File: config.mk
export PLATFORM = sky130hd
export DESIGN_NAME = mem_arbiter
export DESIGN_NICKNAME = d
export VERILOG_FILES = /design/src/rtl/mem_arb_pkg.sv /design/src/rtl/mem_arbiter.sv
export SDC_FILE = /design/constraint.sdc
export NUM_CORES = 1
export LEC_CHECK = 0
export CAP_MARGIN = 20
export CORE_AREA = 2 2 117 119
export CTS_CLUSTER_DIAMETER = 60
export DETAILED_ROUTE_END_ITERATION = 7
export DIE_AREA = 0 0 119 121
export GPL_TIMING_DRIVEN = 0
export PLACE_DENSITY = 0.68
export SLEW_MARGIN = 0
export SYNTH_ARGS = -nofsm -noshare
export SYNTH_HDL_FRONTEND = slang
export SYNTH_SLANG_ARGS = --single-unit
File: constraint.sdc
create_clock -name CLK -period 1.75 [get_ports CLK]
set_clock_uncertainty 0.15 [all_clocks]
set_input_delay 0.2625 -clock CLK [delete_from_list [all_inputs] [get_ports CLK]]
set_output_delay 0.2625 -clock CLK [all_outputs]
set_load 0.01 [all_outputs]
File: src/rtl/mem_arb_pkg.sv
// mem_arb_pkg: arbiter state encoding and default parameter values shared by the memory arbiter
package mem_arb_pkg;
  typedef enum logic [1:0] {
    ARB_CPU_OWN = 2'd0,
    ARB_DRAIN   = 2'd1,
    ARB_DMA_OWN = 2'd2,
    ARB_RELEASE = 2'd3
  } arb_state_e;
  localparam int DEF_ADDR_W       = 32;
  localparam int DEF_DATA_W       = 32;
  localparam int DEF_DRAIN_CYCLES = 4;
  localparam int DEF_MAX_BURST    = 8;
  localparam int DEF_CPU_QUANTUM  = 16;
endpackage

File: src/rtl/mem_arbiter.sv
// mem_arbiter: shares one memory port between a halt-only core and a DMA master, granting bounded DMA bursts once the core is parked
// Ports: CLK/RST_N clock and async active-low reset; ext_halt external halt; cpu_* core side (cs, we, addr, wdata, rdata, halt);
// dma_* DMA side (req, we, addr, wdata, gnt, rdata, rvalid); mem_* memory side (cs, we, addr, wdata, rdata); err_conflict sticky core-access-during-DMA flag.
module mem_arbiter
  import mem_arb_pkg::*;
#(
  parameter int ADDR_W       = DEF_ADDR_W,
  parameter int DATA_W       = DEF_DATA_W,
  parameter int DRAIN_CYCLES = DEF_DRAIN_CYCLES,
  parameter int MAX_BURST    = DEF_MAX_BURST,
  parameter int CPU_QUANTUM  = DEF_CPU_QUANTUM
) (
  input  logic              CLK,
  input  logic              RST_N,
  input  logic              ext_halt,
  input  logic              cpu_cs,
  input  logic              cpu_we,
  input  logic [ADDR_W-1:0] cpu_addr,
  input  logic [DATA_W-1:0] cpu_wdata,
  output logic [DATA_W-1:0] cpu_rdata,
  output logic              cpu_halt,
  input  logic              dma_req,
  input  logic              dma_we,
  input  logic [ADDR_W-1:0] dma_addr,
  input  logic [DATA_W-1:0] dma_wdata,
  output logic              dma_gnt,
  output logic [DATA_W-1:0] dma_rdata,
  output logic              dma_rvalid,
  output logic              mem_cs,
  output logic              mem_we,
  output logic [ADDR_W-1:0] mem_addr,
  output logic [DATA_W-1:0] mem_wdata,
  input  logic [DATA_W-1:0] mem_rdata,
  output logic              err_conflict
);
  localparam logic [7:0] D_N = DRAIN_CYCLES[7:0];
  localparam logic [7:0] B_N = MAX_BURST[7:0];
  localparam logic [7:0] Q_N = CPU_QUANTUM[7:0];
  arb_state_e state, state_n;
  logic [7:0] q_cnt, d_cnt, b_cnt, d_nxt, b_nxt;
  logic q_exp, expired, own;
  assign own = state == ARB_DMA_OWN;
  assign d_nxt = cpu_cs ? 8'd0 : d_cnt + 8'd1;
  assign b_nxt = b_cnt + 8'd1;
  // q_cnt counts finished CPU_OWN cycles, so the current cycle is the
  // (q_cnt+1)-th; q_exp covers the post-reset "already expired" case.
  assign expired = q_exp | (q_cnt >= Q_N - 8'd1);
  always_comb begin
    state_n = state;
    unique case (state)
      ARB_CPU_OWN: state_n = (dma_req && expired) ? ARB_DRAIN : ARB_CPU_OWN;
      ARB_DRAIN:   state_n = !dma_req ? ARB_RELEASE : (d_nxt == D_N) ? ARB_DMA_OWN : ARB_DRAIN;
      ARB_DMA_OWN: state_n = (!dma_req || b_nxt == B_N) ? ARB_RELEASE : ARB_DMA_OWN;
      ARB_RELEASE: state_n = ARB_CPU_OWN;
    endcase
  end
  always_ff @(posedge CLK or negedge RST_N) begin
    if (!RST_N) begin
      state        <= ARB_CPU_OWN;
      q_cnt        <= 8'd0;
      d_cnt        <= 8'd0;
      b_cnt        <= 8'd0;
      q_exp        <= 1'b1;
      err_conflict <= 1'b0;
    end else begin
      state        <= state_n;
      err_conflict <= err_conflict | (own & cpu_cs);
      q_exp        <= state == ARB_RELEASE ? 1'b0 : q_exp;
      q_cnt        <= state == ARB_RELEASE ? 8'd0 : (state == ARB_CPU_OWN && q_cnt != Q_N) ? q_cnt + 8'd1 : q_cnt;
      d_cnt        <= state == ARB_DRAIN ? d_nxt : state == ARB_RELEASE ? 8'd0 : d_cnt;
      b_cnt        <= (own && dma_req) ? b_nxt : state == ARB_RELEASE ? 8'd0 : b_cnt;
    end
  end
  assign cpu_halt   = ext_halt | own | (state == ARB_DRAIN);
  assign dma_gnt    = own;
  assign dma_rvalid = own & dma_req & !dma_we;
  assign cpu_rdata  = mem_rdata;
  assign dma_rdata  = mem_rdata;
  assign mem_cs     = own ? dma_req : cpu_cs;
  assign mem_we     = own ? dma_req & dma_we : cpu_we;
  assign mem_addr   = own ? dma_addr : cpu_addr;
  assign mem_wdata  = own ? dma_wdata : cpu_wdata;
endmodule
==> summary by stage <==
Status
The run finished, with violations left. The checks that failed: negative setup slack.

Worst setup path
Along the worst path, the maximum fanout reaches 6. The critical path contains buffers and inverters numbering 5 combined. The largest individual stage delay along the critical path comes from the cell dfrtp_1. The register-to-register setup slack is -140 ps. The data required time of the critical path is between 1000 and 1500 ps. The worst setup path is of the flip-flop to primary output kind.

The delay contributed by the slowest stage of the critical path is roughly 420 ps. STA puts the critical path data arrival time at about 1700 ps. The kind of cell with the highest combined delay on the critical path is buffers and inverters. The critical path goes through nor2b_4 > buf_8 > buf_12 > buf_8 > buf_6 > mux2_4 > buf_6. STA classifies the critical path endpoint as a primary output. The nature of the critical path startpoint is a flip-flop.

Global route
Entering global routing, the biggest net connects 18 pins. In the global route stage, overall resource usage came out at between 15 and 20%. The number of antenna violations at the first check in global routing is 0. The first-pass GRT wire length is ~20000 um. The number of global-route vias before repair is between 3000 and 4000. The residual overflow from global routing is 0.

Synthesis
The post-synthesis cell area is between 2000 and 3000 um^2. The total number of yosys warnings is 0. The fraction of registers with async set or reset after synthesis is 100%. The area share of the largest cell type after synthesis is roughly a quarter. The most common cell in the netlist is buf_4.

The net count after synthesis is 486. Ranked by instance count, the synthesized netlist is headed by buf_4 (64), mux2_2 (55), dfrtp_1 (27). The number of unique standard cell types used by synthesis is 42.

The post-synthesis average cell area is about 8.9 um^2. The predominant post-synthesis flop cell is dfrtp_1. The register bit count reported by yosys is 28. Of the synthesized area, sequential elements account for between 20% and 30%. Synthesis produced 315 cells. Yosys mapped a number of flops with a built-in enable equal to 0.

The largest area contributor in the netlist is dfrtp_1. Yosys attributes the largest share of cell area to dfrtp_1 (24%), mux2_2 (22%), buf_4 (17%).

Die
From bottom edge to top edge, the die measures about 120 um. The placement row count is 42. The floorplan step set the die width to 119 um. The floorplan die area is 14400 um^2. 301 I/O pins were placed.

After floorplanning, the core was sized to cover approximately 13000 um^2. The initial standard-cell utilization of the core is between 20% and 30%.

Final layout
The number of nets in the layout is 789. The design area is between 6000 and 7000 um^2. The diode insertion count for antenna repair is 0. The layout-stage area growth over the synthesis result is 141%. The fraction of layout instances using a drive strength above 1 is about 45%. The core utilization of the finished layout is about half.

Hold path
The path type of the worst min-delay path is primary input to async pin.

Route
The wire length per cell after detailed routing is about 18 um. The number of detailed-routing iterations run before antenna repair is 4. The via count is about 3500. The detailed router finished its first iteration with 83 violations. Summed over all layers, the routed wires come to around 14000 um. The remaining antenna violation count is 0.

In the routed design, unresolved DRC markers number 0. The via density per instance is approximately 4.4.

STA
After layout, the minimum clock period comes to between 2000 and 2500 ps. The number of hold violations in the final report is 0. The max-slew violation count is 0. Setup slack on the critical path of the routed design comes to -384 ps.

For the pin with the worst max-slew slack, the measured transition is between 600 and 700 ps. After layout, the worst path uses 122% of the clock period. Setup repair after global routing could not meet its margin everywhere. Setup violations remaining at the end of the flow were counted as 73.

Based on the critical path, the design can be clocked at up to 0.469 GHz. The relative slew slack is a little under three fifths.

Power
The leakage power total is ~3.0 nW. After layout, the design draws a total of 5.87 mW. Power spread over the standard cell area amounts to between 800 and 900 nW/um^2. IR analysis of the VDD net gives a maximum drop of ~470 uV.

CTS
The TritonCTS buffer count is 3. Counting along the longest clock path gives a buffer depth of 2. TritonCTS built the clock tree. The later-pin clock latency in the skew report is between 200 and 300 ps. The deepest level of the CTS H-tree is 1. The number of hold buffers added after CTS is 0.

CTS placed an instance of clkbuf_16 at the clock tree root. After clock tree synthesis, the clock-pin slew on the worst setup and hold paths is around 70 ps. The clock drives 28 sinks.

Place
The total placed instance area is between 5000 and 6000 um^2. The final estimated routing congestion in global placement is approximately 0.78. Input and output buffers added on the ports amount to roughly 270. After legalization and detailed placement, the total HPWL measured 10600 um.

Run
The count of maximum capacitance violations is 0.
## stage by stage
step | hold WS [ps] | setup TNS [ps] | setup slack, ps | cells
after floorplan | -183 | -37.8 | -37.8 | 315
after global placement | 289 | -53330 | -878 | 758
after detailed placement | 302 | -46720 | -845 | 759
after CTS | 274 | -25300 | -452 | 794
after global routing | 308 | -25750 | -453 | 793
final | 255 | -20660 | -384 | 793
## state kept, by name (all words and copies together), names as in the netlist, named ones only
| name | flops |
|---|---|
| b_cnt | 8 |
| d_cnt | 8 |
| q_cnt | 8 |
| state | 1 |
| q_exp | 1 |
| err_conflict | 1 |
## logic make-up (layout without fill, tap and decap cells)
family / after synthesis / after routing / share of synthesized area [%]
buffers and inverters: 90 / 392 / 21.0
AND/OR/NAND/NOR: 73 / 73 / 13.5
multiplexers: 68 / 68 / 27.1
AO/OA/AOI/OAI: 46 / 46 / 9.88
flip-flops: 28 / 28 / 25.0
XOR/XNOR: 6 / 6 / 1.87
adder cells (fa/ha/maj): 4 / 4 / 1.78
## what timing repair did
item	CTS	global route
setup buffers	25	6
gates cloned	6	1
endpoints found under the setup margin	76	80
pin swaps	3	9
gates resized for setup	475	43
## worst paths after layout
path                                  to          from  cells after the start
max                        mem_wdata[28]      state[0]                      7
min                         err_conflict         RST_N                      1
max reg2reg                     state[0]      d_cnt[1]                      6
min reg2reg                 err_conflict  err_conflict                      1
max in group asynchronous          q_exp         RST_N                      2
min in group CLK            err_conflict  err_conflict                      1
## where the power goes
group	switching, mW	internal (mW)	leakage (nW)
logic	1.71	2.69	2.59
clock network	0.223	0.351	0.0442
registers	0.124	0.767	0.369
## cell type report
| type | instances | area (um^2) |
|---|---|---|
| fillers | 1163 | 6310 |
| clock buffers | 4 | 88.8 |
| flip-flops and latches | 28 | 706 |
| multi-input cells | 197 | 1920 |
| well taps | 176 | 220 |
| plain buffers | 77 | 646 |
| inverters | 11 | 41.3 |
| repair buffers | 300 | 3150 |
## worst register-to-register path, stage by stage (launching register included)
cell and delay (ps):
dfrtp_2 430, buf_4 150, nand4_2 80, nor2_2 60
or3_1 300, a311o_1 340, a211o_1 270
## placed cells by master (no fill, tap or decap), types with 5 or more instances in the layout
cell type,Yosys,layout
o21ai_0,20,12
buf_4,64,77
buf_6,0,76
dfrtp_1,27,24
buf_8,0,8
o21ai_1,3,6
nand3_1,20,18
o21ai_2,0,5
nor2b_1,7,5
nand2_1,12,11
mux2_4,0,64
inv_1,10,10
clkdlybuf4s50_1,0,198
buf_12,0,10
nor2_1,15,10
## layer usage
metal | global-route usage, % | wire (um)
met5 | 0 | 0
met4 | 2.31 | 108
met3 | 2.68 | 734
met2 | 31.2 | 7160
met1 | 23.6 | 5950
(Power assumes the default switching activity.)
==> variant (same settings) <==
Reset style: synchronous (`RST_N`), changed in one clocked block. Comments in the files are not updated.
--- a/src/rtl/mem_arbiter.sv
+++ b/src/rtl/mem_arbiter.sv
@@ -56,3 +56,3 @@
   end
-  always_ff @(posedge CLK or negedge RST_N) begin
+  always_ff @(posedge CLK) begin
     if (!RST_N) begin
Formal check against the unedited RTL: differs if RST_N is asserted again (counterexample within 4 cycles, from zero or initial values and one cycle with RST_N low); with RST_N held inactive, the same outputs for 10 cycles.
==> variant against the original RTL <==
  * The flow still finishes with violations (negative setup slack)
  * Register-to-register slack better by 200 ps
  * Cell area up 6.1%
  * Critical path depth up 1
  * Routed wire length up 23%
  * Sequential cell count unchanged
  * Non-clock buffer count up 12
  * Critical path type unchanged
  * Highest routed layer unchanged
  * Synthesized area up 6.1%
  * Core utilization up 3.1 points
  * Sequential share of layout area down 2.3 points
  * Setup slack better by 200 ps
Power is not compared: it rests on default switching activity, and its combinational part moved more than twofold at a synthesized area within 25%.
==> variant: results (changes against the original RTL) <==
| Metric | Value |
|---|---|
| Fillcell total | `1,193 (+2.6%)` |
| DP Wirelength | `13,200 um (+24%)` |
| Metal3 WL | `1940 um (+160%)` |
| DP Area | `5900 sq um (+2.4%)` |
| Min-Delay Endpoint | `q_exp` |
| Synth cell count leaders | `nand2_1 (209), buf_4 (65), dfxtp_1 (28)` |
| Critical hold path startpoint | `q_exp` |
| Clock latency on the worst-skew pair | `260 ps (about the same)` |
| Worst path max stage delay | `340 ps (-80 ps)` |
| Cell count after placement | `923 (+22%)` |
| Worst Hold Class | `reg -> reg` |
| 1st-iter DRT viols | `274 (+230%)` |
| Worst slew pin tran | `497 ps (-171 ps)` |
| Final-stage net count | `953 (+21%)` |
| Violated checks | `negative setup slack` |
| M3 GR Usage | `11.2% (+8.5 points)` |
| First-pass GRT wire length | `23,700 um (+18%)` |
| RR Endpoint | `state[0]` |
| Worst r2r src | `d_cnt[1]` |
| All-Layer GR Usage | `21.8% (+4.0 points)` |
| Worst setup margin | `-179 ps (+204 ps)` |
| Top post-synthesis cells by area | `nand2_1 (26%), dfxtp_1 (19%), buf_4 (16%)` |
| Critical path endpoint | `mem_wdata[10]` |
| Met1 Usage GRT | `28.2% (+4.6 points)` |
| CP max-delay cell | `dfxtp_4` |
| Distinct cell type count after synthesis | `47 (+12%)` |
| Cells after Synth | `479 (+52%)` |
| Final Non-Filler Cells | `957 (+21%)` |
| Routed WL per cell | `17.9 um (+1.9%)` |
| Met2 routed WL | `7700 um (+7.5%)` |
| Post-Synth Adder-Cell Area | `1.68% (-0.10 points)` |
| Met2 Usage GRT | `32.8% (+1.5 points)` |
| CP arrival | `1520 ps (-200 ps)` |
| Fin Setup TNS | `-6180 ps (+14,480 ps)` |
| FF-to-FF setup slack | `60 ps (+200 ps)` |
| Synth Net Count | `650 (+34%)` |
| Avg Vias per Cell | `4.31 (-1.0%)` |
| Mux cell area share after synthesis | `1.89% (-25 points)` |
| Status | `finished with violations` |
| Top FF cell, synth | `dfxtp_1` |
| Sequential area share after synthesis | `18.8% (-6.2 points)` |
| Largest net degree at the start of global routing | `20 (+2)` |
| Synth Area in XOR/XNOR | `2.64% (+0.77 points)` |
| Share of layout cells above drive strength 1 | `44.2% (-1.2 points)` |
| Setup WS pre-CTS | `-897 ps (-51.1 ps)` |
| Placer congestion estimate | `0.791 (+2.0%)` |
| Vias in the first global route | `3,905 (+12%)` |
| Async set or reset register ratio after synthesis | `0% (-100 points)` |
| Compound-cell area share of the yosys netlist | `10.0% (+0.15 points)` |
| # port buffers | `268 (+0.37%)` |
| NetSw | `just under 1 mW` |
| Final setup viols | `68 (-6.8%)` |
| DRT met1 WL | `7220 um (+21%)` |
-- variant: cell count changes in the layout (fill, tap and decap cells not counted), sizes merged, moves of 7 or more --
cell | unedited run | this run
o21ai | 23 | 6
mux2 | 64 | 2
and3 | 1 | 8
nand3 | 20 | 7
and2 | 2 | 10
dfxtp | 0 | 28
nand2 | 12 | 209
clkbuf | 8 | 20
dfrtp | 27 | 0
-- variant: repair_timing --
item                       in CTS  in global routing
buffers inserted               18                  7
pin swaps                      53                 64
hold buffers                    0                  0
cloned                          5                  3
gates resized for setup       474                130
setup endpoints to repair      72                 75
-- variant: final cells by class --
type / count / area, sq um / area share, %
Timing Repair Buffer: 300 / 2970 / 41.4
Multi-Input combinational cell: 346 / 2400 / 33.4
Buffer: 89 / 858 / 12.0
Sequential cell: 28 / 581 / 8.09
Tap cell: 176 / 220 / 3.07
Clock buffer: 4 / 88.8 / 1.24
Inverter: 14 / 65.1 / 0.906
